File: config.mk
export PLATFORM = sky130hd
export DESIGN_NAME = rca_seg_sequencer
export DESIGN_NICKNAME = d
export VERILOG_FILES = /design/src/rtl/rca_seg_sequencer.sv
export SDC_FILE = /design/constraint.sdc
export NUM_CORES = 1
export LEC_CHECK = 0
export ABC_AREA = 0
export CAP_MARGIN = 20
export CORE_UTILIZATION = 48
export CTS_BUF_LIST = sky130_fd_sc_hd__clkbuf_8
export DETAILED_ROUTE_END_ITERATION = 10
export GPL_TIMING_DRIVEN = 0
export PLACE_DENSITY_LB_ADDON = 0.3
export SKIP_LAST_GASP = 1
export SYNTH_ARGS = -nofsm -noshare
export SYNTH_HDL_FRONTEND = slang
export SYNTH_SLANG_ARGS = --single-unit
File: constraint.sdc
create_clock -name clk -period 3.2 [get_ports clk]
set_input_delay 0.64 -clock clk [delete_from_list [all_inputs] [get_ports clk]]
set_output_delay 0.64 -clock clk [all_outputs]
set_load 0.01 [all_outputs]
File: src/rtl/rca_seg_sequencer.sv
// Multi-cycle wide adder controller: streams OP_W-bit operands through one shared
// SEG_W-bit ripple-carry adder, LSB segment first, carry chained through carry_q.
module rca_seg_sequencer #(
  parameter int SEG_W = 25,
  parameter int NSEG  = 4,
  localparam int OP_W = SEG_W * NSEG
) (
  input  logic              clk,
  input  logic              rst,
  input  logic              in_valid,
  output logic              in_ready,
  input  logic [OP_W-1:0]   in_a,
  input  logic [OP_W-1:0]   in_b,
  input  logic              in_cin,
  output logic [SEG_W-1:0]  add_a,
  output logic [SEG_W-1:0]  add_b,
  output logic              add_cin,
  input  logic [SEG_W:0]    add_sum,
  output logic              out_valid,
  input  logic              out_ready,
  output logic [OP_W:0]     out_sum,
  output logic [1:0]        state_dbg
);

  localparam int IDX_W = (NSEG > 1) ? $clog2(NSEG) : 1;

  typedef enum logic [1:0] {
    S_IDLE = 2'd0,
    S_RUN  = 2'd1,
    S_DONE = 2'd2
  } state_t;

  state_t            state;
  logic [IDX_W-1:0]  seg_idx;
  logic              carry_q;
  logic [OP_W-1:0]   a_q;
  logic [OP_W-1:0]   b_q;
  int                seg_base;
  logic              last_seg;

  // Handshakes: a transfer happens on a rising edge where valid && ready are both
  // high; valid never waits on ready, and a held valid keeps its payload stable.
  assign in_ready  = (state == S_IDLE) && !rst;
  assign state_dbg = state;
  assign seg_base  = int'(seg_idx) * SEG_W;
  assign last_seg  = (seg_idx == IDX_W'(NSEG - 1));

  // Adder inputs are idle-zero outside RUN so the external adder sees no toggling.
  always_comb begin
    add_a   = '0;
    add_b   = '0;
    add_cin = 1'b0;
    if (state == S_RUN) begin
      add_a   = a_q[seg_base +: SEG_W];
      add_b   = b_q[seg_base +: SEG_W];
      add_cin = carry_q;
    end
  end

  always_ff @(posedge clk) begin
    if (rst) begin
      state     <= S_IDLE;
      seg_idx   <= '0;
      carry_q   <= 1'b0;
      a_q       <= '0;
      b_q       <= '0;
      out_sum   <= '0;
      out_valid <= 1'b0;
    end else begin
      case (state)
        S_IDLE: begin
          if (in_valid && in_ready) begin
            a_q     <= in_a;
            b_q     <= in_b;
            carry_q <= in_cin;
            seg_idx <= '0;
            state   <= S_RUN;
          end
        end
        S_RUN: begin
          out_sum[seg_base +: SEG_W] <= add_sum[SEG_W-1:0];
          carry_q                    <= add_sum[SEG_W];
          if (last_seg) begin
            out_sum[OP_W] <= add_sum[SEG_W];
            seg_idx       <= '0;
            out_valid     <= 1'b1;
            state         <= S_DONE;
          end else begin
            seg_idx <= seg_idx + IDX_W'(1);
          end
        end
        S_DONE: begin
          if (out_ready) begin
            out_valid <= 1'b0;
            state     <= S_IDLE;
          end
        end
        default: state <= S_IDLE;
      endcase
    end
  end

endmodule

* Word level (Yosys, flattened, before mapping)
Index checks and enable logic that the tools add are counted.
Storage, ports and cells: output and inout port bits 156, register bits 307, input bits 231, word-level logic and storage cells 47
Cells by class: reduce and logical (&&, ||, !) cells 10, multipliers 1, equality and inequality tests 6, multiplexer cells 17, shifts and indexed selects 4, add/subtract/negate cells 2
Operator list (number):
- 100-bit by 8-bit indexed part select with 25-bit output | 2
- 101-bit bitwise mux | 1
- 25-bit by 33-bit variable shift with 101-bit output, first input constant | 1
- 25-bit by 33-bit indexed part select with 101-bit output | 1
- 25-bit 2-to-1 mux | 2
- 7-bit negation with 33-bit output | 1
- 2-bit 2-to-1 mux | 5
- 2-bit by 5-bit multiplier with 7-bit output, second input constant | 1
- 2-bit one-hot mux with 3 select lines | 1
- 3-bit AND reduction | 2
- 1-bit 2-to-1 mux | 5
- 2-bit == test, second input constant | 2
- 2-bit inequality test, second input constant | 2
- 1-bit one-hot mux with 2 select lines | 2
- 2-bit one-hot mux with 2 select lines | 1
- 2-bit AND reduction | 2
- 2-bit nonzero test | 2
- 2-bit by 1-bit adder with 2-bit output, second input constant | 1
- 2-bit by 1-bit == test with 1-bit output, second input constant | 1
- 1-bit logical AND | 2
- 2-bit zero test | 1
- 2-bit by 1-bit inequality test with 1-bit output, second input constant | 1
- 1-bit zero test | 1

* Logic depth before layout (Yosys ltp)
depth after elaboration 5, mapped depth 9, gate-level depth less buffers 5

* Worst setup path before layout
No wires, ideal clock.
path type reg-to-reg, start register seg_idx[1], end register out_sum[10], data required time 3.141 ns, stages on the path, launching flop included 9, clock period less this slack 2.376 ns, arrival time 2.317 ns, slack 0.824 ns, path through dfxtp_1 clkbuf_1 clkbuf_1 inv_1 ha_1 nand3b_1 nor4_4 clkbuf_1 a22o_1
On the way: longest elaborated chain between the ends 4, elaborated cells on any way between the ends 5, those cells by class add/sub: 1; mul: 1; shift: 2; mux: 1
RTL lines:
- from (decl) | RTL line 34 | logic [IDX_W-1:0] seg_idx;
- from (signal assigned) | RTL line 89 | seg_idx <= seg_idx + IDX_W'(1);
- 2-bit by 5-bit multiplier with 7-bit output * | RTL line 45 | assign seg_base = int'(seg_idx) * SEG_W;
- 7-bit negation with 33-bit output * | RTL line 81 | out_sum[seg_base +: SEG_W] <= add_sum[SEG_W-1:0];
- 25-bit by 33-bit indexed part select with 101-bit output or 25-bit by 33-bit variable shift with 101-bit output (tied branches) | RTL line 81
- 101-bit bitwise mux * | RTL line 81
- to (signal, indexed assignment) | RTL line 81
- to (signal, indexed assignment) | RTL line 84 | out_sum[OP_W] <= add_sum[SEG_W];
- to (decl) | RTL line 21 | output logic [OP_W:0] out_sum,
Mark *: on every way between the ends. The rest lies on a longest branch, timed or not. A chain may end at the register's enable or synchronous reset.

* Worst setup path in the final report
start register seg_idx[0], end output port add_a[13]
On the way: longest elaborated chain between the ends 3
RTL lines:
- 2-bit by 5-bit multiplier with 7-bit output | RTL line 45
- 100-bit by 8-bit indexed part select with 25-bit output | RTL line 54 | add_a = a_q[seg_base +: SEG_W];
- 25-bit 2-to-1 mux | RTL line 53 | if (state == S_RUN) begin
- to (decl) | RTL line 15 | output logic [SEG_W-1:0] add_a,
No other way between the ends.

==> reports/metrics.csv <==
metric,value,unit
grt_usage,0.303,
maxCapViolations,0,
timing.final.ws_setup,69.7,ps
reg2reg_setup_slack,430,ps
clk_pin_slew,60,ps
viasPerCell,5.53,
numCtsBuffers,48,
die-width,160,um
synth_edf_count,0,
cp_data_arrival_time,2490,ps
fin_crit_sh,0.978,
chipHeight,160,um
synth_area,12000,sq um
crit_path_top_delay_cell,mux4_2,
whs_endpoint,a_q[59],
antenna_found_initial,3,
dieArea,25700,sq um
cts.sinks,307,
htreeDepth,2,
hold_violations,0,
synth-compound-area-share,0.164,
worst_pin_slew,703,ps
reg2reg_from,seg_idx[1],
start_kind,flop,
synthMuxAreaShare,0.0944,
clock_latency,550,ps
synth_xor_area_frac,0,
cts_tree,built,
grt_setup_unrepaired,yes,
cp_max_fo,10,
synth_cell_types,35,
drive_gt1_frac,0.114,
io_buffers,385,
fp-row-count,57,
r2r.worst_path.cells,8,
synthToLayoutAreaGrowth,44.6,%
wl_per_cell,19.0,um
start_util,0.492,
cts_hold_buf,0,
synth-simple-area-share,0.180,
leakage,0.00640,uW
period_needed,3130,ps
worstReg2RegEnd,out_sum[14],
max_freq,319,MHz
power,8420,uW
yosysWarnings,0,
path_buf_inv,3,
clk_path_buf_depth,3,
grt_pass1_vias,11497,
nNetsFinal,1977,
grt_overflow_total,0,
required,2560,ps
ios,387,
ys_seq_area_frac,0.511,
gp_congestion,0.871,
run_status,"complete, no violations",
synthFlopType,dfxtp_1,
synthAdderAreaFrac,0.00624,
critPathTopFamily,buffers and inverters,
grt_first_pass_wirelength,61500,um
relSlewSlack,0.531,
hpwl,29500,um
grt_max_degree,12,
syn-instance-count,1302,
ant_nets,0,
slew_viol_final,0,
path_class,reg -> out,
ys_async_sr_fraction,0,
coreArea,24500,sq um
dp_slack,-61.8,ps
root_buffer,clkbuf_8,
min_from,a_q[59],
drc,0,
skew,16.5,ps
min_path_cells,2,
p_per_area,484,nW/um^2
avgSynthCellArea,9.24,sq um
synth_nets,1539,
drt-total-wl,39900,um
worstSetupEndpointType,output port,
vias,11621,
hp-class,reg -> reg,
ys_ff_latch,307,
crit_chain,buf_12 > buf_8 > mux4_2 > and2_1 > clkdlybuf4s50_1,
finalSetupViolCount,0,
dr.pass1.iters,7,
slowest_delay,520,ps
max-vdd-ir-drop,0.327,mV
drt-initial-drc-count,1005,
synth_top_family_by_area,simple AND/OR/NAND/NOR gates,
==> worst register-to-register path: stages (launching register included) <==
cell	delay, ps
dfxtp_1	370
clkbuf_2	260
clkbuf_4	290
inv_1	110
ha_1	350
nand3b_1	220
nor4_4	420
clkbuf_1	450
a22o_1	250
==> sequential cells by signal (all words and copies together) (netlist names) <==
name,flops
b_q,100
seg_idx,2
out_sum,101
a_q,100
state_dbg,2
out_valid,1
carry_q,1
==> cell families (layout without fill, tap and decap cells) <==
kind of cell               Yosys count  after routing
other                                0              3
and+or+nand+nor                    508            508
adders and majority gates            6              6
AOI/OAI and AO/OA                  311            311
DFF                                307            307
buffers and inverters              119            591
muxes                               51             51
==> synthesized netlist by cell type (3+ instances only) <==
library cell / number / area [sq um]
a21oi_1: 207 / 1040
nand3b_1: 3 / 22.5
clkbuf_1: 51 / 191
ha_1: 6 / 75.1
buf_2: 52 / 260
dfxtp_1: 307 / 6150
a32oi_1: 25 / 219
mux4_2: 50 / 1130
buf_1: 3 / 11.3
and2_1: 52 / 325
a32o_1: 25 / 250
nor2_1: 31 / 116
buf_4: 8 / 60.1
nor3_1: 6 / 30.0
a22o_1: 49 / 429
inv_1: 4 / 15.0
nand2_1: 402 / 1510
==> cell type report <==
type / count / area (sq um)
clock buffers: 63 / 867
fillers: 1860 / 7070
multi-input cells: 876 / 5350
inverters: 5 / 18.8
clock inverters: 21 / 118
diodes: 3 / 7.51
well taps: 324 / 405
plain buffers: 114 / 606
repair buffers: 388 / 3880
flip-flops and latches: 307 / 6150
==> repair_timing <==
action / in CTS / in global routing
buffers inserted: 0 / 3
gates cloned: 0 / 0
gates resized for setup: 30 / 9
pin swaps: 0 / 0
setup endpoints to repair: 70 / 49
==> layout by cell type (no fill, tap or decap), types with 2 or more instances in the layout <==
cell	instances
buf_2	51
clkdlybuf4s50_1	382
dlymetal6s2s_1	2
nand2b_1	2
nor2_1	31
diode_2	3
nand3b_1	3
buf_12	2
clkinv_2	7
nand2_1	402
o21ai_0	2
a21oi_1	207
nor3_1	6
inv_1	16
dfxtp_1	306
a32oi_1	25
a32o_1	25
clkbuf_1	40
buf_8	3
clkbuf_4	4
clkbuf_2	5
buf_1	3
a22o_1	49
buf_4	8
and2_1	52
mux4_2	50
clkbuf_8	63
ha_1	6
and3b_1	2
==> worst max-delay path by stage <==
stage                     depth (start not counted)       start          end  slack [ps]
after floorplan                                   8  seg_idx[1]  out_sum[10]         820
after global placement                            8  seg_idx[1]   out_sum[9]          70
after detailed placement                          8  seg_idx[1]   out_sum[8]         -60
after CTS                                         5  seg_idx[1]     add_a[6]          20
after global routing                              5  seg_idx[0]    add_a[13]         -10
final                                             5  seg_idx[0]    add_a[13]          70
==> stage by stage <==
stage,util,TNS (ps),std cells,instance area [sq um],hold slack [ps]
4_1_cts,0.709,0,2095,17300,452
6_report,0.711,0,2101,17400,452
5_1_grt,0.711,-28.9,2101,17400,466
3_3_place_gp,0.666,0,2011,16300,440
3_5_place_dp,0.666,-645,2011,16300,443
2_1_floorplan,-,0,1302,12000,433
==> metal layers <==
metal	wire (um)	track usage	up-vias
met1	15700	0.364	5588
met5	0	0	-
met3	2650	0.0496	121
met2	19600	0.529	533
met4	1900	0.148	0
li1	-	-	5379
==> where the power goes <==
part           internal (uW)  leakage [uW]  switching (uW)
clock                   1840      0.000559            1520
sequential              3950       0.00249            75.1
combinational            543       0.00335             488
total                   6330       0.00640            2090
No activity file was read; power rests on OpenSTA's default activity.
